File: src/rtl/conv_ser_pkg.sv
// Shared types and constants for the serializer gearbox: FSM states and line-pair encodings.
package conv_ser_pkg;

    typedef logic [1:0] pair_t;

    typedef enum logic {
        S_IDLE,
        S_DATA
    } state_t;

    localparam pair_t IDLE_PAIR = 2'b10;
    localparam pair_t HDR_PAIR  = 2'b01;

endpackage

File: src/rtl/conv_ser_fifo.sv
// Small synchronous word FIFO with a registered ready flag and a show-ahead head word.
module conv_ser_fifo #(
    parameter int WIDTH = 16,
    parameter int DEPTH = 4
) (
    input  logic                     CLK,
    input  logic                     RESET,
    input  logic                     push_i,
    input  logic                     pop_i,
    input  logic [WIDTH-1:0]         wdata_i,
    output logic [WIDTH-1:0]         rdata_o,
    output logic                     ready_o,
    output logic                     empty_o,
    output logic [$clog2(DEPTH):0]   level_o
);

    localparam int AW = $clog2(DEPTH);
    localparam logic [AW:0] FULL_LVL = (AW+1)'(DEPTH);

    logic [WIDTH-1:0] mem_q [DEPTH];
    logic [AW-1:0]    wrPtr_q;
    logic [AW-1:0]    rdPtr_q;
    logic [AW:0]      level_q;
    logic [AW:0]      level_d;
    logic             ready_q;
    logic             doPush;
    logic             doPop;

    // Pushes are gated by the registered ready, so a full FIFO never accepts a word even when it pops.
    assign doPush = push_i && ready_q;
    assign doPop  = pop_i && (level_q != '0);

    always_comb begin
        level_d = level_q;
        if (doPush && !doPop) begin
            level_d = level_q + 1'b1;
        end else if (!doPush && doPop) begin
            level_d = level_q - 1'b1;
        end
    end

    always_ff @(posedge CLK) begin
        if (RESET) begin
            wrPtr_q <= '0;
            rdPtr_q <= '0;
            level_q <= '0;
            ready_q <= 1'b0;
        end else begin
            if (doPush) begin
                wrPtr_q <= wrPtr_q + 1'b1;
            end
            if (doPop) begin
                rdPtr_q <= rdPtr_q + 1'b1;
            end
            level_q <= level_d;
            ready_q <= (level_d != FULL_LVL);
        end
    end

    always_ff @(posedge CLK) begin
        if (doPush) begin
            mem_q[wrPtr_q] <= wdata_i;
        end
    end

    assign rdata_o = mem_q[rdPtr_q];
    assign ready_o = ready_q;
    assign empty_o = (level_q == '0);
    assign level_o = level_q;

endmodule

File: src/rtl/conv_ser_gearbox.sv
// Frames buffered words as header + MSB-first bit pairs, one pair per clock, for the 2:1 DDR serializer.
module conv_ser_gearbox
    import conv_ser_pkg::*;
#(
    parameter int WORD_W     = 16,
    parameter int FIFO_DEPTH = 4,
    parameter int CNT_W      = 16
) (
    input  logic                          CLK,
    input  logic                          RESET,
    input  logic [WORD_W-1:0]             IN_DATA,
    input  logic                          IN_VALID,
    output logic                          IN_READY,
    output logic                          PAR_OUT1,
    output logic                          PAR_OUT2,
    output logic                          BUSY,
    output logic [$clog2(FIFO_DEPTH):0]   FIFO_LEVEL,
    output logic [CNT_W-1:0]              FRAMES_SENT
);

    localparam int NPAIRS = WORD_W / 2;
    localparam int PCW    = $clog2(NPAIRS + 2);
    localparam logic [PCW-1:0] PAIRS_INIT  = PCW'(NPAIRS);
    localparam logic [PCW-1:0] HDR_PENDING = PCW'(NPAIRS + 1);
    localparam logic [PCW-1:0] LAST_PAIR   = PCW'(1);

    state_t            state_q;
    logic [WORD_W-1:0] shreg_q;
    logic [PCW-1:0]    pairCnt_q;
    pair_t             pair_q;
    logic              busy_q;
    logic [CNT_W-1:0]  framesSent_q;

    logic              fifoPop;
    logic              fifoEmpty;
    logic [WORD_W-1:0] fifoHead;

    conv_ser_fifo #(
        .WIDTH (WORD_W),
        .DEPTH (FIFO_DEPTH)
    ) u_fifo (
        .CLK     (CLK),
        .RESET   (RESET),
        .push_i  (IN_VALID),
        .pop_i   (fifoPop),
        .wdata_i (IN_DATA),
        .rdata_o (fifoHead),
        .ready_o (IN_READY),
        .empty_o (fifoEmpty),
        .level_o (FIFO_LEVEL)
    );

    assign fifoPop = !fifoEmpty &&
                     ((state_q == S_IDLE) || ((state_q == S_DATA) && (pairCnt_q == LAST_PAIR)));

    // A word popped on a frame's last pair parks the counter at HDR_PENDING so its header follows with no idle gap.
    always_ff @(posedge CLK) begin
        if (RESET) begin
            state_q      <= S_IDLE;
            shreg_q      <= '0;
            pairCnt_q    <= '0;
            pair_q       <= IDLE_PAIR;
            busy_q       <= 1'b0;
            framesSent_q <= '0;
        end else begin
            case (state_q)
                S_IDLE: begin
                    if (!fifoEmpty) begin
                        shreg_q   <= fifoHead;
                        pairCnt_q <= PAIRS_INIT;
                        pair_q    <= HDR_PAIR;
                        busy_q    <= 1'b1;
                        state_q   <= S_DATA;
                    end else begin
                        pair_q <= IDLE_PAIR;
                        busy_q <= 1'b0;
                    end
                end
                S_DATA: begin
                    busy_q <= 1'b1;
                    if (pairCnt_q == HDR_PENDING) begin
                        pair_q    <= HDR_PAIR;
                        pairCnt_q <= PAIRS_INIT;
                    end else begin
                        pair_q    <= shreg_q[WORD_W-1 -: 2];
                        shreg_q   <= shreg_q << 2;
                        pairCnt_q <= pairCnt_q - 1'b1;
                        if (pairCnt_q == LAST_PAIR) begin
                            framesSent_q <= framesSent_q + 1'b1;
                            if (!fifoEmpty) begin
                                shreg_q   <= fifoHead;
                                pairCnt_q <= HDR_PENDING;
                            end else begin
                                state_q <= S_IDLE;
                            end
                        end
                    end
                end
                default: state_q <= S_IDLE;
            endcase
        end
    end

    assign PAR_OUT1    = pair_q[1];
    assign PAR_OUT2    = pair_q[0];
    assign BUSY        = busy_q;
    assign FRAMES_SENT = framesSent_q;

endmodule

File: config.mk
export PLATFORM = sky130hd
export DESIGN_NAME = conv_ser_gearbox
export DESIGN_NICKNAME = d
export VERILOG_FILES = /design/src/rtl/conv_ser_pkg.sv /design/src/rtl/conv_ser_fifo.sv /design/src/rtl/conv_ser_gearbox.sv
export SDC_FILE = /design/constraint.sdc
export NUM_CORES = 1
export LEC_CHECK = 0
export CAP_MARGIN = 5
export CORE_AREA = 4 4 131 133
export DETAILED_ROUTE_END_ITERATION = 8
export DIE_AREA = 0 0 135 137
export PLACE_DENSITY = 0.45
export SLEW_MARGIN = 40
export SYNTH_ARGS = -nofsm -noshare
export SYNTH_HDL_FRONTEND = slang
export SYNTH_SLANG_ARGS = --single-unit
File: constraint.sdc
create_clock -name CLK -period 1.69 [get_ports CLK]
set_input_delay 0.169 -clock CLK [delete_from_list [all_inputs] [get_ports CLK]]
set_output_delay 0.169 -clock CLK [all_outputs]
set_load 0.03 [all_outputs]
==> results.cfg, run 1 <==
[run_status]
status = finished with violations
violations = negative setup slack

[timing]
grt_setup_unrepaired = true
setup_ws_ps = -65.3
hold_viol = 0
final.setup.tns_ps = -109
setup_viol_count_final = 4
finalClockSkew_ps = 10.3
period_share_pct = 104
final_max_slew_viol_count = 0
max_freq_mhz = 570
worst_pin_slew_ps = 424
fin_crit_ps = 1760
slew_headroom_pct = 71.6

[worst_setup_path]
crit_buf_inv = 2
slowest_stage = or3b_4
worstRegToRegCells = 8
startpoint_type = register
r2r-start = pairCnt_q[1]
critical-path-top-delay-family = compound AO/OA/AOI/OAI gates
rrSetupSlack_ps = -70
worstPathRequired_ps = 1990
r2r_end = u_fifo.ready_o
cpPeakStageDelay_ps = 370
path_class = register to register
crit_chain = inv_2 > ha_4 > or3b_4 > a21oi_2 > buf_6 > maj3_2 > a221oi_2 > a31o_1
worstSetupEndpoint = u_fifo.ready_o
end_kind = register
critical_path_arrival_ps = 2050
cp-startpoint = pairCnt_q[1]
cp.depth = 8
cp_max_fo = 8

[floorplan]
die_w_um = 135
core_area_um2 = 15800
die_height_um = 137
ios = 42
die_area_um2 = 18500
num_rows = 46
initial_core_util_pct = 29.8

[logic_synthesis]
seq_area_frac_synth_pct = 62.1
synth_edf_count = 64
synth_seq_cells = 114
avgSynthCellArea_um2 = 13.9
syn_area_um2 = 4710
ys.flop_type = edfxtp_1
netlist_instances = 339
yosysWarnings = 0
synthArstFlopShare_pct = 0
syn-num-nets = 368
ys_types = 53

[global_routing]
grt_pass1_vias = 3020
track_usage_pct = 11.1
overflow = 0
grt_pass1_wl_um = 15500
antenna_found_initial = 0
grt_max_degree = 29

[drt]
viasPerCell = 4.58
wire_per_inst_um = 15.5
drt-initial-drc-count = 173
num_vias = 2971
drtAntennaViolNets = 0
dr.pass1.iters = 4
wirelength_um = 10000
drc = 0

[clock_network]
cts_tree = yes
clockBufferDepth = 2
hold_buffers = 0
htreeDepth = 4
cts_made_buffers = 17
cts-root-buf = clkbuf_16
clk_latency_ps = 410
clkSlewWorstSetupHoldPaths_ps = 50
clock_sinks = 114

[layout]
layout_commonest_cell = edfxtp_1
design_area_um2 = 6380
diodes = 0
layout_common_cells = edfxtp_1, dfxtp_1, nor2_1
drive_gt1_share_pct = 27.3
final_cells = 648
fin_nets = 448
area.growth.synth_to_final_pct = 35.4

[run]
cap_violations = 0

[power_and_ir_drop]
p_leak_nw = 2.35
peakVddDrop_mv = 0.743
power_density_nw_per_um2 = 1680

[place]
gp_congestion = 0.754
dp.cells = 611
port_buffers = 41
dpl.hpwl_um = 6130
placed_area_um2 = 5660

[worst_hold_path]
hold_path_class = input pin to register
## timing repair
action                     4_1_cts  5_1_grt
setup endpoints to repair       44       38
cloned                           0        2
hold endpoints to repair         0        0
pin swaps                        3        7
buffers inserted                 1        2
gates resized for setup         20       19
## layer usage
| metal | vias to the layer above | GRT usage (%) | routed length (um) |
|---|---|---|---|
| met3 | 12 | 4.12 | 399 |
| met2 | 50 | 19.2 | 5120 |
| li1 | 1449 | - | - |
| met1 | 1460 | 12.7 | 4350 |
| met5 | - | 0 | 0 |
| met4 | 0 | 3.86 | 139 |
## layout make-up
type | count | area (um^2)
Fill cell | 1493 | 9450
Sequential cell | 114 | 2940
Multi-Input combinational cell | 201 | 1770
Timing Repair Buffer | 77 | 768
Clock buffer | 18 | 429
Tap cell | 216 | 270
Clock inverter | 14 | 163
Inverter | 8 | 35.0
## per-stage QoR
step / hold WS (ps) / util [%] / power [mW] / setup slack (ps)
after CTS: 379 / 39.6 / 10.7 / -68.2
final: 396 / 40.3 / 10.7 / -65.3
after global routing: 386 / 40.3 / 11.3 / -133
after global placement: 487 / 35.7 / 6.94 / -86.8
after floorplan: 268 / - / 5.91 / -7.25
after detailed placement: 488 / 35.7 / 6.98 / -123
## worst min path at each step
stage | slack (ps) | end | cells after the start | start
6_report | 400 | u_fifo.mem_q[3][5] | 1 | IN_DATA[5]
3_3_place_gp | 490 | shreg_q[9] | 2 | shreg_q[9]
2_1_floorplan | 270 | u_fifo.mem_q[0][0] | 0 | IN_DATA[0]
3_5_place_dp | 490 | pair_q[0] | 1 | shreg_q[14]
5_1_grt | 390 | u_fifo.mem_q[2][10] | 1 | IN_DATA[10]
4_1_cts | 380 | u_fifo.mem_q[3][5] | 1 | IN_DATA[5]
## worst reg2reg max path: cells and delay by family (launching register included)
kind | cells | cell delay [ps]
flops | 1 | 320
fa+ha+maj | 2 | 350
buf+inv | 2 | 220
compound gates | 3 | 400
simple gates | 1 | 370
## where the power goes
group	internal [mW]	switching (mW)	leakage, nW
Clock	2.31	1.26	0.284
Sequential	3.44	0.289	0.996
Combinational	1.69	1.69	1.07
Total	7.44	3.25	2.35
## cell usage after synthesis, types with 2 or more instances
library cell | count | area share, %
and4_1 | 3 | 0.56
a211oi_1 | 15 | 2.4
xnor2_1 | 8 | 1.5
or3_1 | 4 | 0.53
buf_4 | 3 | 0.48
nand2_1 | 11 | 0.88
nand4_1 | 5 | 0.66
mux4_2 | 16 | 7.7
a21oi_1 | 8 | 0.85
clkbuf_1 | 7 | 0.56
dfxtp_1 | 50 | 21
xor2_1 | 8 | 1.5
nor3_1 | 3 | 0.32
buf_2 | 3 | 0.32
and3_1 | 4 | 0.53
o21ai_0 | 7 | 0.74
nor2b_1 | 5 | 0.66
nor2_1 | 38 | 3.0
o31a_2 | 2 | 0.43
buf_6 | 3 | 0.72
nand2b_1 | 3 | 0.40
ha_1 | 10 | 2.7
nand3_1 | 6 | 0.64
edfxtp_1 | 64 | 41
inv_1 | 8 | 0.64
mux2i_1 | 16 | 3.4
a22oi_1 | 3 | 0.48
## flip-flops by register name, summed over array words and instances (netlist names), 2 cells and up, named ones only
| name | count |
|---|---|
| u_fifo.mem_q | 64 |
| FRAMES_SENT | 16 |
| shreg_q | 16 |
| pairCnt_q | 4 |
| u_fifo.level_o | 3 |
| pair_q | 2 |
| u_fifo.rdPtr_q | 2 |
| u_fifo.wrPtr_q | 2 |
## cell families after synthesis
kind of cell / Yosys count / share of synthesized area, %
DFF: 114 / 62.1
and+or+nand+nor: 92 / 10.3
AOI/OAI and AO/OA: 46 / 7.25
muxes: 33 / 11.3
buffers and inverters: 26 / 2.90
xor gates and xnor gates: 17 / 3.32
adders and majority gates: 11 / 2.87
Power figures use the tool's default switching activity.
==> run 2: changes to the inputs <==
--- a/config.mk
+++ b/config.mk
@@ -6,10 +6,11 @@
 export NUM_CORES = 1
 export LEC_CHECK = 0
 export CAP_MARGIN = 5
-export CORE_AREA = 4 4 131 133
+export CORE_AREA = 4 4 114 116
 export DETAILED_ROUTE_END_ITERATION = 8
-export DIE_AREA = 0 0 135 137
-export PLACE_DENSITY = 0.45
+export DIE_AREA = 0 0 118 120
+export MAX_ROUTING_LAYER = met4
+export PLACE_DENSITY = 0.57
 export SLEW_MARGIN = 40
 export SYNTH_ARGS = -nofsm -noshare
 export SYNTH_HDL_FRONTEND = slang
==> run 2 against run 1 <==
Effect of this change: the flow still finishes with violations (negative setup slack); critical path depth is the same; register-to-register slack lost 50 ps; clock skew shrank 3.4 ps; clock power shrank 13%; global-route usage grew 2.9 points; sequential power is essentially flat; sequential cell count is the same; via count grew 0.27%; worst hold slack lost 1.2 ps; setup slack lost 55 ps; total power shrank 2.0%.
==> results.cfg, run 2 (synthesis results as in run 1) <==
[run_status]
status = finished with violations
violations = negative setup slack

[drt]
drc = 0
num_vias = 2979
wirelength_um = 9510
drt-initial-drc-count = 118
wire_per_inst_um = 16.3
dr.pass1.iters = 4
viasPerCell = 5.10
drtAntennaViolNets = 0

[worst_setup_path]
r2r-start = pairCnt_q[1]
worstRegToRegCells = 8
end_kind = register
cp-startpoint = pairCnt_q[1]
worstSetupEndpoint = u_fifo.ready_o
path_class = register to register
startpoint_type = register
critical_path_arrival_ps = 2100
worstPathRequired_ps = 1980
rrSetupSlack_ps = -120
cp_max_fo = 6
r2r_end = u_fifo.ready_o

[timing]
hold_viol = 0
grt_setup_unrepaired = true
max_freq_mhz = 552
period_share_pct = 107
finalClockSkew_ps = 6.91
slew_headroom_pct = 61.9
final_max_slew_viol_count = 0
worst_pin_slew_ps = 570
setup_ws_ps = -120
fin_crit_ps = 1810
setup_viol_count_final = 11

[place]
placed_area_um2 = 5590
port_buffers = 41
pre_cts_slack_ps = -150
dp.cells = 544
dpl.hpwl_um = 5850
gp_congestion = 0.742

[floorplan]
die_w_um = 118
num_rows = 40
die_height_um = 120
initial_core_util_pct = 39.5
core_area_um2 = 11900
die_area_um2 = 14200
ios = 42

[clock_network]
clockBufferDepth = 2
cts_tree = yes
clock_sinks = 114
clk_latency_ps = 400
cts_made_buffers = 17
htreeDepth = 4
cts-root-buf = clkbuf_16
clkSlewWorstSetupHoldPaths_ps = 50

[global_routing]
grt_pass1_vias = 2942
track_usage_pct = 14.0
grt_max_degree = 29
antenna_found_initial = 0
grt_pass1_wl_um = 15000
overflow = 0

[layout]
fin_nets = 453
fillers = 1017
regMostFlops = u_fifo.mem_q
diodes = 0
area.growth.synth_to_final_pct = 34.1
design_area_um2 = 6320
final_cells = 584
layout_commonest_cell = edfxtp_1
largest_reg_flops = 64
drive_gt1_share_pct = 27.9
layout_common_cells = edfxtp_1, dfxtp_1, nor2_1

[power_and_ir_drop]
peakVddDrop_mv = 0.625
p_leak_nw = 2.36
power_density_nw_per_um2 = 1660
power_mw = 10.5

[run]
cap_violations = 0

[worst_hold_path]
hold_path_class = input pin to register
==> run 2: cell types whose count changed in the layout (fill, tap and decap cells not counted), sizes merged, moves of 2 or more <==
cell,change
clkbuf,+6
inv,-2
dlygate4sd2,-2
bufinv,-2
buf,+5
==> run 2: worst min-delay path by stage <==
stage,cells past startpoint,end,startpoint
2_1_floorplan,0,u_fifo.mem_q[0][0],IN_DATA[0]
3_3_place_gp,2,pair_q[1],shreg_q[15]
3_5_place_dp,2,pair_q[1],shreg_q[15]
4_1_cts,1,u_fifo.mem_q[0][11],IN_DATA[11]
5_1_grt,1,u_fifo.mem_q[2][11],IN_DATA[11]
6_report,1,u_fifo.mem_q[3][0],IN_DATA[0]
==> run 2: repair_timing <==
action | 4_1_cts | 5_1_grt
cloned | 1 | 1
pin swaps | 4 | 16
hold buffers | 0 | 0
resized for setup | 19 | 30
setup buffers | 4 | 3
setup endpoints to repair | 43 | 38
==> run 2: critical path: stages (launching register included) <==
cell and delay, ps:
dfxtp_2 320, inv_2 70, ha_4 150, or3b_4 390, a21oi_4 150, buf_6 150, xor2_2 160, a31oi_1 110
a31o_1 200
==> run 2: routing by layer <==
metal	track usage, %	share of wire (%)	vias up
li1	-	-	1451
met1	16.8	46	1467
met2	22.3	49	46
met3	3.91	3.0	15
met4	6.37	1.6	0
met5	-	0	-
==> run 2: final cells by class <==
type	instances	area, um^2	share of cell area (%)
clock buffer	24	452	7.15
clock inverter	8	66.3	1.05
inverter	8	32.5	0.515
multi-input combinational	201	1830	28.9
sequential	114	2940	46.5
tap	147	184	2.91
timing repair buffer	82	818	13.0
==> run 2: per-stage QoR <==
step / util [%] / hold WS [ps] / TNS (ps)
floorplan: - / 268 / -79.6
global placement: 46.9 / 478 / -853
detailed placement: 46.9 / 479 / -1600
CTS: 51.8 / 382 / -323
global route: 53.0 / 395 / -2700
finish: 53.0 / 395 / -471
==> run 2: power by group <==
| group | switching [mW] | internal (mW) |
|---|---|---|
| registers | 0.285 | 3.44 |
| clock network | 1.12 | 1.99 |
| logic | 1.80 | 1.83 |
| total | 3.21 | 7.27 |
